$ cat src/rtl/rs_error_corrector.sv
// rs_error_corrector: final RS(544,514) decoder stage. Collects the error list
// for one codeword from the Forney unit, then streams the buffered received
// symbols out of the FIFO with each error magnitude XORed into its symbol.
//
// state   | meaning
// LOAD    | accepting (pos, mag) error beats into the table until err_last
// CORRECT | pulling symbols from the FIFO, correcting and emitting them
module rs_error_corrector #(
  parameter int N        = 544,
  parameter int K        = 514,
  parameter int T        = 15,
  parameter int SYM_W    = 10,
  parameter int POS_W    = 10,
  parameter int MSG_ONLY = 0
) (
  input  logic             clk_i,
  input  logic             rst_ni,
  input  logic [SYM_W-1:0] fifo_data,
  input  logic             fifo_empty,
  output logic             fifo_pull,
  input  logic             err_valid,
  output logic             err_ready,
  input  logic [POS_W-1:0] err_pos,
  input  logic [SYM_W-1:0] err_mag,
  input  logic             err_nul,
  input  logic             err_last,
  input  logic             err_fail,
  output logic             out_valid,
  input  logic             out_ready,
  output logic [SYM_W-1:0] out_data,
  output logic             out_sop,
  output logic             out_eop,
  output logic             out_fail
);

  typedef enum logic {LOAD, CORRECT} state_t;

  localparam int CNT_W = $clog2(T + 1);
  localparam logic [POS_W-1:0] LAST_IDX = POS_W'(N - 1);
  localparam logic [POS_W-1:0] EOP_IDX  = (MSG_ONLY != 0) ? POS_W'(K - 1) : POS_W'(N - 1);
  localparam logic [POS_W-1:0] K_IDX    = POS_W'(K);

  state_t             state;
  logic [CNT_W-1:0]   count;
  logic [POS_W-1:0]   sym_idx;
  logic               fail;
  logic [POS_W-1:0]   tbl_pos [T];
  logic [SYM_W-1:0]   tbl_mag [T];
  logic [SYM_W-1:0]   corr_mag;

  logic err_acc, sym_acc, entry_wr, table_full, pos_bad, emit;

  // Handshakes are gated by reset; fifo_pull deliberately ignores fifo_empty
  // because the FIFO's bypass path makes empty depend on pull.
  assign err_ready  = rst_ni & (state == LOAD);
  assign fifo_pull  = rst_ni & (state == CORRECT) & (~out_valid | out_ready);
  assign err_acc    = err_valid & err_ready;
  assign sym_acc    = fifo_pull & ~fifo_empty;
  assign table_full = err_acc & ~err_nul & (count == CNT_W'(T));
  assign entry_wr   = err_acc & ~err_nul & ~table_full;
  assign pos_bad    = err_acc & ~err_nul & ({1'b0, err_pos} >= (POS_W + 1)'(N));
  assign emit       = (MSG_ONLY == 0) || (sym_idx < K_IDX);

  // Sum of all table magnitudes whose position matches the current symbol.
  always_comb begin
    corr_mag = '0;
    for (int i = 0; i < T; i++) begin
      if ((CNT_W'(i) < count) && (tbl_pos[i] == sym_idx)) begin
        corr_mag = corr_mag ^ tbl_mag[i];
      end
    end
  end

  // Error table storage; entries beyond count are ignored, so no reset needed.
  always_ff @(posedge clk_i) begin
    if (entry_wr) begin
      tbl_pos[count] <= err_pos;
      tbl_mag[count] <= err_mag;
    end
  end

  // Sequencer, symbol counter and registered output stage.
  always_ff @(posedge clk_i) begin
    if (!rst_ni) begin
      state     <= LOAD;
      count     <= '0;
      sym_idx   <= '0;
      fail      <= 1'b0;
      out_valid <= 1'b0;
      out_data  <= '0;
      out_sop   <= 1'b0;
      out_eop   <= 1'b0;
      out_fail  <= 1'b0;
    end else begin
      case (state)
        LOAD: begin
          if (err_acc) begin
            if (entry_wr) count <= count + 1'b1;
            fail <= fail | table_full | pos_bad | (err_last & err_fail);
            if (err_last) state <= CORRECT;
          end
        end
        CORRECT: begin
          if (sym_acc) begin
            if (sym_idx == LAST_IDX) begin
              sym_idx <= '0;
              count   <= '0;
              fail    <= 1'b0;
              state   <= LOAD;
            end else begin
              sym_idx <= sym_idx + 1'b1;
            end
          end
        end
        default: state <= LOAD;
      endcase

      if (sym_acc && emit) begin
        out_valid <= 1'b1;
        out_data  <= fail ? fifo_data : (fifo_data ^ corr_mag);
        out_sop   <= (sym_idx == '0);
        out_eop   <= (sym_idx == EOP_IDX);
        out_fail  <= fail;
      end else if (out_ready) begin
        out_valid <= 1'b0;
      end
    end
  end

endmodule

$ cat config.mk
export PLATFORM = sky130hd
export DESIGN_NAME = rs_error_corrector
export DESIGN_NICKNAME = d
export VERILOG_FILES = /design/src/rtl/rs_error_corrector.sv
export SDC_FILE = /design/constraint.sdc
export NUM_CORES = 1
export LEC_CHECK = 0
export CAP_MARGIN = 20
export CORE_MARGIN = 1.5
export CORE_UTILIZATION = 25
export DETAILED_ROUTE_END_ITERATION = 12
export PLACE_DENSITY = 0.38
export SETUP_SLACK_MARGIN = 0.3
export SLEW_MARGIN = 20
export SYNTH_ARGS = -nofsm -noshare
export SYNTH_HDL_FRONTEND = slang
export SYNTH_SLANG_ARGS = --single-unit
$ cat constraint.sdc
create_clock -name clk_i -period 5.3 [get_ports clk_i]
set_clock_uncertainty 0.05 [all_clocks]
set_input_delay 1.06 -clock clk_i [delete_from_list [all_inputs] [get_ports clk_i]]
set_output_delay 1.06 -clock clk_i [all_outputs]
set_load 0.05 [all_outputs]
* Yosys cells after proc, flatten, opt, wreduce, memory -nomap -nowiden
Memories as Yosys holds them, arrays and structs flattened.
Cells that the tools add are included.
** Storage, ports and cells
- Input port bits :: 38
- Memories kept :: 2
- Output and inout port bits :: 16
- Bits in writable memories :: 300
- Bits in read-only memories :: 0
- Bits in registers :: 30
- Latch bits :: 0
** Cells by class
- Add/sub/neg operators :: 2
- Magnitude comparators :: 16
- Reductions and logical operators :: 20
- Divide/modulo/power cells :: 0
- Shift-type cells :: 0
- Eq/ne operators :: 21
- Bitwise gates (word level) :: 34
- Mux-type cells :: 35
- Multipliers :: 0
** Memories
- tbl_mag :: depth 15, bits a word 10, read ports 15, clocked after memory_dff 0, write ports 1, line 48 : logic [SYM_W-1:0] tbl_mag [T];
- tbl_pos :: depth 15, bits a word 10, read ports 15, clocked after memory_dff 0, write ports 1, line 47 : logic [POS_W-1:0] tbl_pos [T];
** Operators with widths (count)
- $mux 10 :: 17
- $eq 10x10->1 :: 15
- $xor 10x10->10 :: 15
- $lt 4x4->1 const A :: 7
- $lt 3x4->1 const A :: 4
- $mux 4 :: 4
- $logic_and 1x1->1 :: 15
- $mux 1 :: 11
- $add 10x1->10 const B :: 1
- $and 1x1->1 :: 10
- $eq 10x10->1 const B :: 1
- $ge 10x10->1 const B :: 1
- $logic_not 10->1 :: 1
- $lt 1x4->1 const A :: 2
- $lt 2x4->1 const A :: 2
- $pmux 4 s2 :: 1
- $not 1->1 :: 5
- $add 4x1->4 const B :: 1
- $eq 4x4->1 const B :: 1
- $ne 2x1->1 const B :: 2
- $ne 2x2->1 const B :: 2
- $or 1x1->1 :: 4
- $pmux 1 s2 :: 2
- $reduce_and 4->1 :: 1
- other kinds (3) :: 3

* Depth between registers and ports, before layout
Gate-level depths: netlist (run 1).
An unclocked memory read counts as a cell.
- Depth in word-level cells :: 34
- Gate-level depth with buffers :: 11

* Least setup slack after synthesis (run 1)
No wires, ideal clock.
- Kind :: input -> register
- Start point :: in rst_ni
- End point :: mem tbl_mag[0][0], enable pin
- Required time :: 4.828 ns
- Setup slack :: 1.105 ns
- Stages on the path :: 3
- Arrival :: 3.723 ns
- Cells stage by stage :: nor2b_1 nand3b_1 nor3_1
** On the way
- Longest elaborated chain between the ends :: 8
** Ends and longest elaborated chain
- start: declaration :: line 17 : input logic rst_ni,
- $and 1x1->1 * :: line 55 : assign err_ready = rst_ni & (state == LOAD);
- $and 1x1->1 * :: line 57 : assign err_acc = err_valid & err_ready;
- $and 1x1->1 * :: line 59, 60
- $and 1x1->1 :: line 59 : assign table_full = err_acc & ~err_nul & (count == CNT_W'(T));
- $not 1->1 :: line 60 : assign entry_wr = err_acc & ~err_nul & ~table_full;
- $and 1x1->1 * :: line 60
- $mux 1 * :: line 76 : if (entry_wr) begin
- $mux 1 (not written as such) * :: line 78 : tbl_mag[count] <= err_mag;
- end: declaration :: line 48
Mark *: on every way between the ends. The rest lies on a longest branch, timed or not.

* Worst setup path after layout (run 1)
- Start point :: reg sym_idx[4]
- End point :: reg out_data[3]
** On the way
- Longest elaborated chain between the ends :: 33
- Elaborated cells on any way between the ends :: 61
** Ends and longest elaborated chain
- start: declaration :: line 45 : logic [POS_W-1:0] sym_idx;
- start signal: assignment :: line 111 : sym_idx <= sym_idx + 1'b1;
- $eq 10x10->1 :: line 68 : if ((CNT_W'(i) < count) && (tbl_pos[i] == sym_idx)) begin
- $logic_and 1x1->1 :: line 68
- $mux 10 :: line 68
- $xor 10x10->10 :: line 69 : corr_mag = corr_mag ^ tbl_mag[i];
- $mux 10 :: line 68
- $xor 10x10->10 :: line 69
- $mux 10 :: line 68
- $xor 10x10->10 :: line 69
- [... 17 more ...]
- $xor 10x10->10 :: line 69
- $mux 10 :: line 68
- $xor 10x10->10 :: line 69
- $mux 10 :: line 68
- $xor 10x10->10 :: line 69
- $mux 10 * :: line 68
- $xor 10x10->10 * :: line 120 : out_data <= fail ? fifo_data : (fifo_data ^ corr_mag);
- $mux 10 * :: line 120
- end signal: assignment :: line 120
- end: declaration :: line 30 : output logic [SYM_W-1:0] out_data,
Marks and branches as above.
A chain may end at the register's enable or synchronous reset.

==> results_dict.tcl, run 1 <==
set metrics [dict create \
    cap_violations 0 \
    drive_above_1_share_pct 13.5 \
    synth-async-reset-ratio_pct 0 \
    ys_seq_area_share_pct 60.0 \
    netlist.area_leader.share_pct 56.2 \
    synthCells 1100 \
    num_rows 92 \
    clock_latency_ns 0.55 \
    timing.hold.ws_ns 0.412 \
    ys_seq_elements 330 \
    path_clk_slew_ns 0.06 \
    tritoncts "yes" \
    cpMostUsedCell "xnor2_1" \
    synth_area_leaders "edfxtp_1 (56%), xnor2_1 (8.0%), xnor3_1 (6.6%)" \
    ant_nets 0 \
    setup_violations 0 \
    clock-sinks 330 \
    io_pins 54 \
    crit_buf_inv 2 \
    fin_crit_sh_pct 81.1 \
    area_growth_syn_to_layout_pct 17.5 \
    initial_utilization_pct 25.3 \
    die_x_microns 256 \
    hold_path_class "reg -> reg" \
    multiInputGateArea_sq_mm 0.00592 \
    crit_chain "buf_4, buf_4, xnor2_1, o21ai_0, nor4_2, xnor2_1, xnor3_1, xnor3_1, nor2_1, xnor2_1, o21ai_1" \
    synth_edf_count 300 \
    ys.flop_type "edfxtp_1" \
    track_usage_pct 15.5 \
    status "finished clean" \
    layout_min_cycle_time_ns 4.30 \
    routed_wl_mm 50.6 \
    crit_fanout 10 \
    antenna_found_initial 0 \
    worst_slew_pin_slew_ns 1.07 \
    fmax_ghz 0.233 \
    nets 1251 \
    syn_area_per_cell_sq_um 14.6 \
    wl_per_cell_microns 24.3 \
    postCtsSetupRepairBufs 0 \
    core_area_sq_mm 0.0632 \
    arrival_ns 4.65 \
    post_cts_resized 0 \
    yosysMostFrequentCell "edfxtp_1" \
    critPathKind "reg -> reg" \
    die_h_microns 256 \
    grt_pass1_vias 9261 \
    place.gp.congestion 0.802 \
    yosysTopAreaCell "edfxtp_1" \
    final_core_util_pct 29.8 \
    vdd_drop_max_v 0.000164 \
    grt_max_degree 26 \
    synth_common_cells "edfxtp_1 (300), xnor2_1 (146), nor4_1 (84)" \
    pwr_density_cell_mw_per_mm2 293 \
    drc 0 \
    dr.first_iter.drc_count 659 \
    p_leak_uw 0.00623 \
    slew_headroom_pct 28.3 \
    ys_types 58 \
    rsz0062_at_grt "no" \
    setup_tns_ns 0 \
    fillers 6321 \
    cts_buffers 41 \
    hpwl_mm 35.6 \
    synthesis.area_sq_mm 0.0160 \
    cpMaxStageDelayCell "dfxtp_1" \
    drt_pass1_iterations 5 \
    drv_slew 0 \
    vias 9327 \
    root_buffer "clkbuf_16" \
    syn-num-nets 1144 \
    ys_warn_count 0 \
    seqCellArea_sq_mm 0.00961 \
    finalHoldViolations 0 \
    endpoint_kind "flop" \
    grt_pass1_wl_mm 71.7 \
    via_per_inst 4.48 \
    cp-start-kind "flop" \
    grt_overflow_total 0 \
    critical_path.max_stage_delay_ns 1.01 \
    htreeDepth 2 \
    cts.path.max_buffers 3 \
    worstPathRequired_ns 5.65 \
    critical-path-top-delay-family "XOR/XNOR gates" \
    cts_hold_buf 0 \
    portBuffers 53 \
    dieArea_sq_mm 0.0656 \
]
==> power by group <==
group          internal, uW  switching, uW  leakage [uW]
clock network          1420           1080      0.000557
registers              2850           7.80       0.00294
logic                  50.8            115       0.00273
==> path summary, 6_finish.rpt <==
check,from,cells past startpoint,to,slack [ns]
min reg2reg,out_data[9]$_SDFFE_PN0P_,2,out_data[9]$_SDFFE_PN0P_,0.41
min,out_data[9]$_SDFFE_PN0P_,2,out_data[9]$_SDFFE_PN0P_,0.41
max,sym_idx[4]$_SDFFE_PN0P_,11,out_data[3]$_SDFFE_PN0P_,1.0
max reg2reg,sym_idx[4]$_SDFFE_PN0P_,11,out_data[3]$_SDFFE_PN0P_,1.0
==> tightest hold or removal path, cell delays in order, from the launching register on <==
cell     delay (ns)
dfxtp_1        0.31
nand3_1        0.06
o21ai_1        0.05
==> stage by stage <==
| stage | power [uW] | cells | instance area (sq um) | setup slack [ns] |
|---|---|---|---|---|
| floorplan | 2960 | 1100 | 16000 | 1.11 |
| global placement | 3080 | 2008 | 17600 | 0.745 |
| detailed placement | 3080 | 2009 | 17700 | 0.689 |
| CTS | 5610 | 2079 | 18800 | 0.680 |
| global route | 5700 | 2080 | 18800 | 0.817 |
| finish | 5520 | 2081 | 18800 | 0.999 |
==> area by class of cell <==
class / instances / area share (%)
antenna: 1 / 0.0133
clock buffer: 56 / 5.75
clock inverter: 14 / 0.312
inverter: 60 / 1.20
multi-input combinational: 679 / 31.5
sequential: 330 / 51.1
tap: 846 / 5.62
timing repair buffer: 95 / 4.57
==> registers in the layout (all words and copies together), names as in the netlist, 4 cells and up <==
register	flops
out_data	10
sym_idx	10
tbl_mag	150
tbl_pos	150
count	4
==> cells by family (layout without fill, tap and decap cells) <==
family,count (synthesis),count (layout),share of synthesized area [%]
buffers and inverters,91,225,3.16
AND/OR/NAND/NOR,376,376,15.2
XOR/XNOR,261,261,19.8
AO/OA/AOI/OAI,35,35,1.38
other,0,1,0
multiplexers,1,1,0.0625
adder cells (fa/ha/maj),6,6,0.469
flip-flops,330,330,60.0
==> cell usage in the layout, fill, tap and decap left out, types with 39 or more instances in the layout <==
| master | n |
|---|---|
| clkdlybuf4s50_1 | 52 |
| xnor2_1 | 146 |
| xnor3_1 | 47 |
| edfxtp_1 | 300 |
| nand2_1 | 39 |
| nor4_1 | 82 |
| nand3_1 | 74 |
| buf_4 | 39 |
| clkbuf_16 | 41 |
| inv_1 | 60 |
| xor2_1 | 41 |
==> routing by layer <==
metal / wire [microns] / share of wire [%] / global-route usage, %
met4: 942 / 1.9 / 3.99
met1: 24200 / 48 / 22.0
met5: 0 / 0 / 0
met3: 2100 / 4.2 / 2.15
met2: 23400 / 46 / 24.6
(Power assumes the default switching activity.)
==> inputs of run 2 (changes only) <==
==> constraint.sdc (replaced) <==
create_clock -name clk_i -period 4.3 [get_ports clk_i]
set_clock_uncertainty 0.05 [all_clocks]
set_input_delay 0.86 -clock clk_i [delete_from_list [all_inputs] [get_ports clk_i]]
set_output_delay 0.86 -clock clk_i [all_outputs]
set_load 0.05 [all_outputs]
==> results_dict.tcl, run 2 (same netlist as run 1, synthesis figures left out) <==
set metrics [dict create \
    path_clk_slew_ns 0.05 \
    drv_slew 0 \
    die_x_microns 256 \
    place.gp.congestion 0.782 \
    dr_wl_met3_mm 2.11 \
    drt_pass1_iterations 7 \
    worst_slew_pin_slew_ns 1.05 \
    clock_latency_ns 0.58 \
    critical_path.max_stage_delay_ns 0.92 \
    worstPathRequired_ns 4.68 \
    ant_nets 0 \
    critPathKind "reg -> reg" \
    routed_wl_mm 52.0 \
    die_h_microns 256 \
    portBuffers 53 \
    arrival_ns 4.26 \
    drc 0 \
    core_area_sq_mm 0.0632 \
    dp.cells 2063 \
    drive_above_1_share_pct 17.3 \
    multiInputGateArea_sq_mm 0.00592 \
    hold_path_class "reg -> reg" \
    final_cell_mix "edfxtp_1 (300), xnor2_1 (146), buf_4 (90), nor4_1 (82), nand3_1 (74)" \
    dieArea_sq_mm 0.0656 \
    fin_crit_sh_pct 90.1 \
    fmax_ghz 0.258 \
    dr_wl_met2_mm 24.3 \
    io_pins 54 \
    slew_headroom_pct 29.7 \
    area_growth_syn_to_layout_pct 20.8 \
    cp-start-kind "flop" \
    seqCellArea_sq_mm 0.00961 \
    placed_area_sq_mm 0.0181 \
    nets 1305 \
    initial_utilization_pct 25.3 \
    grt_pass1_vias 9813 \
    hpwl_mm 37.1 \
    cpMaxStageDelayCell "nor4_1" \
    reg_top3 "tbl_mag: 150 flops, tbl_pos: 150 flops" \
    rsz0062_at_grt "no" \
    cap_violations 0 \
    final_common_cell "edfxtp_1" \
    diodes 0 \
    grt_overflow_total 0 \
    critical-path-top-delay-family "simple AND/OR/NAND/NOR gates" \
    track_usage_pct 16.0 \
    cts_buffers 42 \
    pre_cts_ws_ns 0.318 \
    finalHoldViolations 0 \
    vias 9548 \
    crit_chain "buf_4, xnor2_1, nand4_2, nor4_1, xor2_1, xnor3_1, xnor2_1, xnor3_1, nor3b_1, o31a_1" \
    dr.first_iter.drc_count 714 \
    endpoint_kind "flop" \
    wl_per_cell_microns 24.3 \
    worst_slack_ns 0.426 \
    p_leak_uw 0.00655 \
    layout_min_cycle_time_ns 3.87 \
    cts_hold_buf 0 \
    grt_pass1_wl_mm 74.4 \
    tritoncts "yes" \
    pwr_density_cell_mw_per_mm2 359 \
    via_per_inst 4.47 \
    vdd_drop_max_v 0.000191 \
    antenna_found_initial 0 \
    finish.instance_area_sq_mm 0.0193 \
    drt-met1-wl_mm 24.6 \
    crit_fanout 8 \
    routed.top_layer "met4" \
    num_rows 92 \
    fillers 6339 \
    grt_max_degree 22 \
    root_buffer "clkbuf_16" \
    setup_violations 0 \
    postCtsSetupRepairBufs 0 \
    status "finished clean" \
    clock-sinks 330 \
    fin_cells 2138 \
    htreeDepth 2 \
    totalPowerFinal_uw 6940 \
    cts.path.max_buffers 3 \
    crit_buf_inv 1 \
    setup_tns_ns 0 \
]
==> run 2: path summary, 6_finish.rpt <==
check | startpoint | to | slack (ns) | cells after the start
min | out_data[6]$_SDFFE_PN0P_ | out_data[6]$_SDFFE_PN0P_ | 0.41 | 2
max reg2reg | sym_idx[4]$_SDFFE_PN0P_ | out_data[5]$_SDFFE_PN0P_ | 0.43 | 10
min reg2reg | out_data[6]$_SDFFE_PN0P_ | out_data[6]$_SDFFE_PN0P_ | 0.41 | 2
max | sym_idx[4]$_SDFFE_PN0P_ | out_data[5]$_SDFFE_PN0P_ | 0.43 | 10
==> run 2: what timing repair did <==
action                                  in CTS  in global routing
endpoints found under the setup margin       1                  1
resized for setup                            1                  1
endpoints found under the hold margin        0                  0
gates cloned                                 0                  0
==> run 2: metrics by stage <==
step,utilization [%],hold slack [ns]
6_report,30.6,0.406
5_1_grt,30.6,0.431
4_1_cts,30.6,0.408
3_5_place_dp,28.7,0.401
3_3_place_gp,28.7,0.399
2_1_floorplan,-,0.448
==> run 2: final cells by class <==
| type | count | share of cell area (%) |
|---|---|---|
| repair buffers | 148 | 6.85 |
| flip-flops and latches | 330 | 49.7 |
| multi-input cells | 679 | 30.6 |
| clock inverters | 18 | 0.414 |
| well taps | 846 | 5.47 |
| clock buffers | 57 | 5.83 |
| inverters | 60 | 1.16 |
==> run 2: power breakdown <==
group          internal, uW  total (uW)  switching (uW)
registers              3510        3520            10.6
clock network          1830        3200            1380
logic                  66.7         210             144
==> run 2: tightest hold or removal path, cell delays in order (launching register included) <==
cell	delay, ns
dfxtp_1	0.30
nand3_1	0.06
o21ai_1	0.05
==> run 2: layer usage <==
| metal | vias up | global-route usage, % |
|---|---|---|
| met3 | 66 | 1.95 |
| met1 | 4815 | 22.6 |
| met5 | - | 0 |
| met2 | 240 | 25.8 |
| li1 | 4427 | - |
| met4 | 0 | 4.19 |
==> inputs of run 3 (changes only) <==
--- a/config.mk
+++ b/config.mk
@@ -6,7 +6,6 @@
 export NUM_CORES = 1
 export LEC_CHECK = 0
 export CAP_MARGIN = 20
-export CORE_MARGIN = 1.5
 export CORE_UTILIZATION = 25
 export DETAILED_ROUTE_END_ITERATION = 12
 export PLACE_DENSITY = 0.38
==> results_dict.tcl, run 3 (same netlist as run 1, synthesis figures left out) <==
set metrics [dict create \
    drive_above_1_share_pct 17.0 \
    dieArea_sq_mm 0.0651 \
    cpMaxStageDelayCell "xnor2_1" \
    r2r_setup_slack_ns 0.54 \
    cp-start-kind "flop" \
    worstRegToRegCells 10 \
    cp.depth 10 \
    routed_wl_mm 52.3 \
    cap_violations 0 \
    critPathKind "reg -> reg" \
    io_pins 54 \
    place.gp.congestion 0.790 \
    nets 1291 \
    track_usage_pct 16.4 \
    die_h_microns 255 \
    drc 0 \
    hold_path_class "reg -> reg" \
    die_x_microns 255 \
    setup_violations 0 \
    dr.first_iter.drc_count 702 \
    layout_min_cycle_time_ns 3.76 \
    portBuffers 53 \
    wl_per_cell_microns 24.6 \
    crit_buf_inv 1 \
    worstPathRequired_ns 4.69 \
    initial_utilization_pct 25.3 \
    pre_cts_ws_ns 0.306 \
    diodes 0 \
    crit_chain "buf_12, xnor2_1, nand3_1, nor4_1, xor2_1, xnor3_1, xnor3_1, nor2_2, xnor2_1, o21ai_1" \
    reg_top3 "tbl_mag: 150 flops, tbl_pos: 150 flops" \
    fin_crit_sh_pct 87.5 \
    root_buffer "clkbuf_16" \
    core_area_sq_mm 0.0632 \
    crit_end "out_data[1]$_SDFFE_PN0P_" \
    status "finished clean" \
    cts.path.max_buffers 3 \
    path_clk_slew_ns 0.06 \
    clock_latency_ns 0.56 \
    arrival_ns 4.15 \
    num_rows 92 \
    finalHoldViolations 0 \
    crit_fanout 15 \
    final_common_cell "edfxtp_1" \
    crit_start "sym_idx[6]$_SDFFE_PN0P_" \
    grt_max_degree 23 \
    vias 9483 \
    drt_pass1_iterations 5 \
    worst_slack_ns 0.536 \
    fmax_ghz 0.266 \
    pwr_density_cell_mw_per_mm2 363 \
    fillers 6339 \
    reg2reg_to "out_data[1]$_SDFFE_PN0P_" \
    hpwl_mm 37.0 \
    setup_tns_ns 0 \
    tritoncts "yes" \
    rsz0062_at_grt "no" \
    ant_nets 0 \
    worst_slew_pin_slew_ns 1.09 \
    critical-path-top-delay-family "XOR/XNOR gates" \
    drv_slew 0 \
    area_growth_syn_to_layout_pct 20.4 \
    p_leak_uw 0.00652 \
    final_cell_mix "edfxtp_1 (300), xnor2_1 (145), nor4_1 (83), buf_4 (75), nand3_1 (74)" \
    vdd_drop_max_v 0.000234 \
    cts_buffers 41 \
    grt_overflow_total 0 \
    r2r-start "sym_idx[6]$_SDFFE_PN0P_" \
    postCtsSetupRepairBufs 0 \
    endpoint_kind "flop" \
    grt_pass1_wl_mm 73.6 \
    htreeDepth 2 \
    grt_pass1_vias 9638 \
    slew_headroom_pct 27.2 \
    cts_hold_buf 0 \
    via_per_inst 4.47 \
    antenna_found_initial 3 \
    clock-sinks 330 \
    critical_path.max_stage_delay_ns 0.70 \
]
[run 3: changes by cell type in the layout (fill, tap and decap cells not counted), moves of 2 or more]
cell,previous run,this run
buf_12,7,9
buf_4,90,75
clkinv_2,6,11
bufinv_16,0,2
clkbuf_16,43,41
clkbuf_1,14,10
clkinv_1,11,7
[run 3: timing repair]
action                                  4_1_cts  5_1_grt
endpoints found under the hold margin         0        0
resized for setup                             1        2
endpoints found under the setup margin        1        2
[run 3: tightest hold or removal path, stage by stage, from the launching register on]
cell	delay, ns
dfxtp_1	0.30
nand3_1	0.05
o21ai_1	0.05
[run 3: area by class of cell]
type	instances	area, sq um	area share, %
Inverter	60	225	1.17
Clock inverter	20	141	0.733
Multi-Input combinational cell	679	5920	30.7
Timing Repair Buffer	135	1250	6.50
Sequential cell	330	9610	49.8
Clock buffer	52	1080	5.58
Tap cell	846	1060	5.49
[run 3: worst min-delay path by stage]
stage | startpoint | to | slack (ns) | depth (start not counted)
global route | out_data[2]$_SDFFE_PN0P_ | out_data[2]$_SDFFE_PN0P_ | 0.42 | 2
finish | out_data[2]$_SDFFE_PN0P_ | out_data[2]$_SDFFE_PN0P_ | 0.41 | 2
CTS | out_data[2]$_SDFFE_PN0P_ | out_data[2]$_SDFFE_PN0P_ | 0.41 | 2
detailed placement | out_data[2]$_SDFFE_PN0P_ | out_data[2]$_SDFFE_PN0P_ | 0.40 | 2
floorplan | state$_SDFF_PN0_ | out_valid$_SDFFE_PN0P_ | 0.45 | 2
global placement | out_data[7]$_SDFFE_PN0P_ | out_data[7]$_SDFFE_PN0P_ | 0.40 | 2
[run 3: layer usage]
| layer | global-route usage (%) | routed length, microns |
|---|---|---|
| met4 | 3.97 | 1050 |
| met3 | 2.88 | 2520 |
| met1 | 23.1 | 24800 |
| met2 | 25.9 | 23900 |
| met5 | 0 | 0 |
[run 3: per-stage QoR]
| stage | area [sq um] | utilization [%] | hold slack [ns] | total power [uW] | cells |
|---|---|---|---|---|---|
| finish | 19300 | 30.5 | 0.405 | 7000 | 2122 |
| global route | 19300 | 30.5 | 0.424 | 7210 | 2122 |
| CTS | 19300 | 30.5 | 0.410 | 7090 | 2122 |
| detailed placement | 18100 | 28.6 | 0.403 | 3810 | 2050 |
| global placement | 18100 | 28.6 | 0.395 | 3810 | 2050 |
| floorplan | 16000 | - | 0.448 | 3650 | 1100 |
[run 3: report_power, final]
part	total, uW	switching [uW]	internal, uW
combinational	215	148	66.8
clock	3260	1380	1880
sequential	3520	11.7	3510
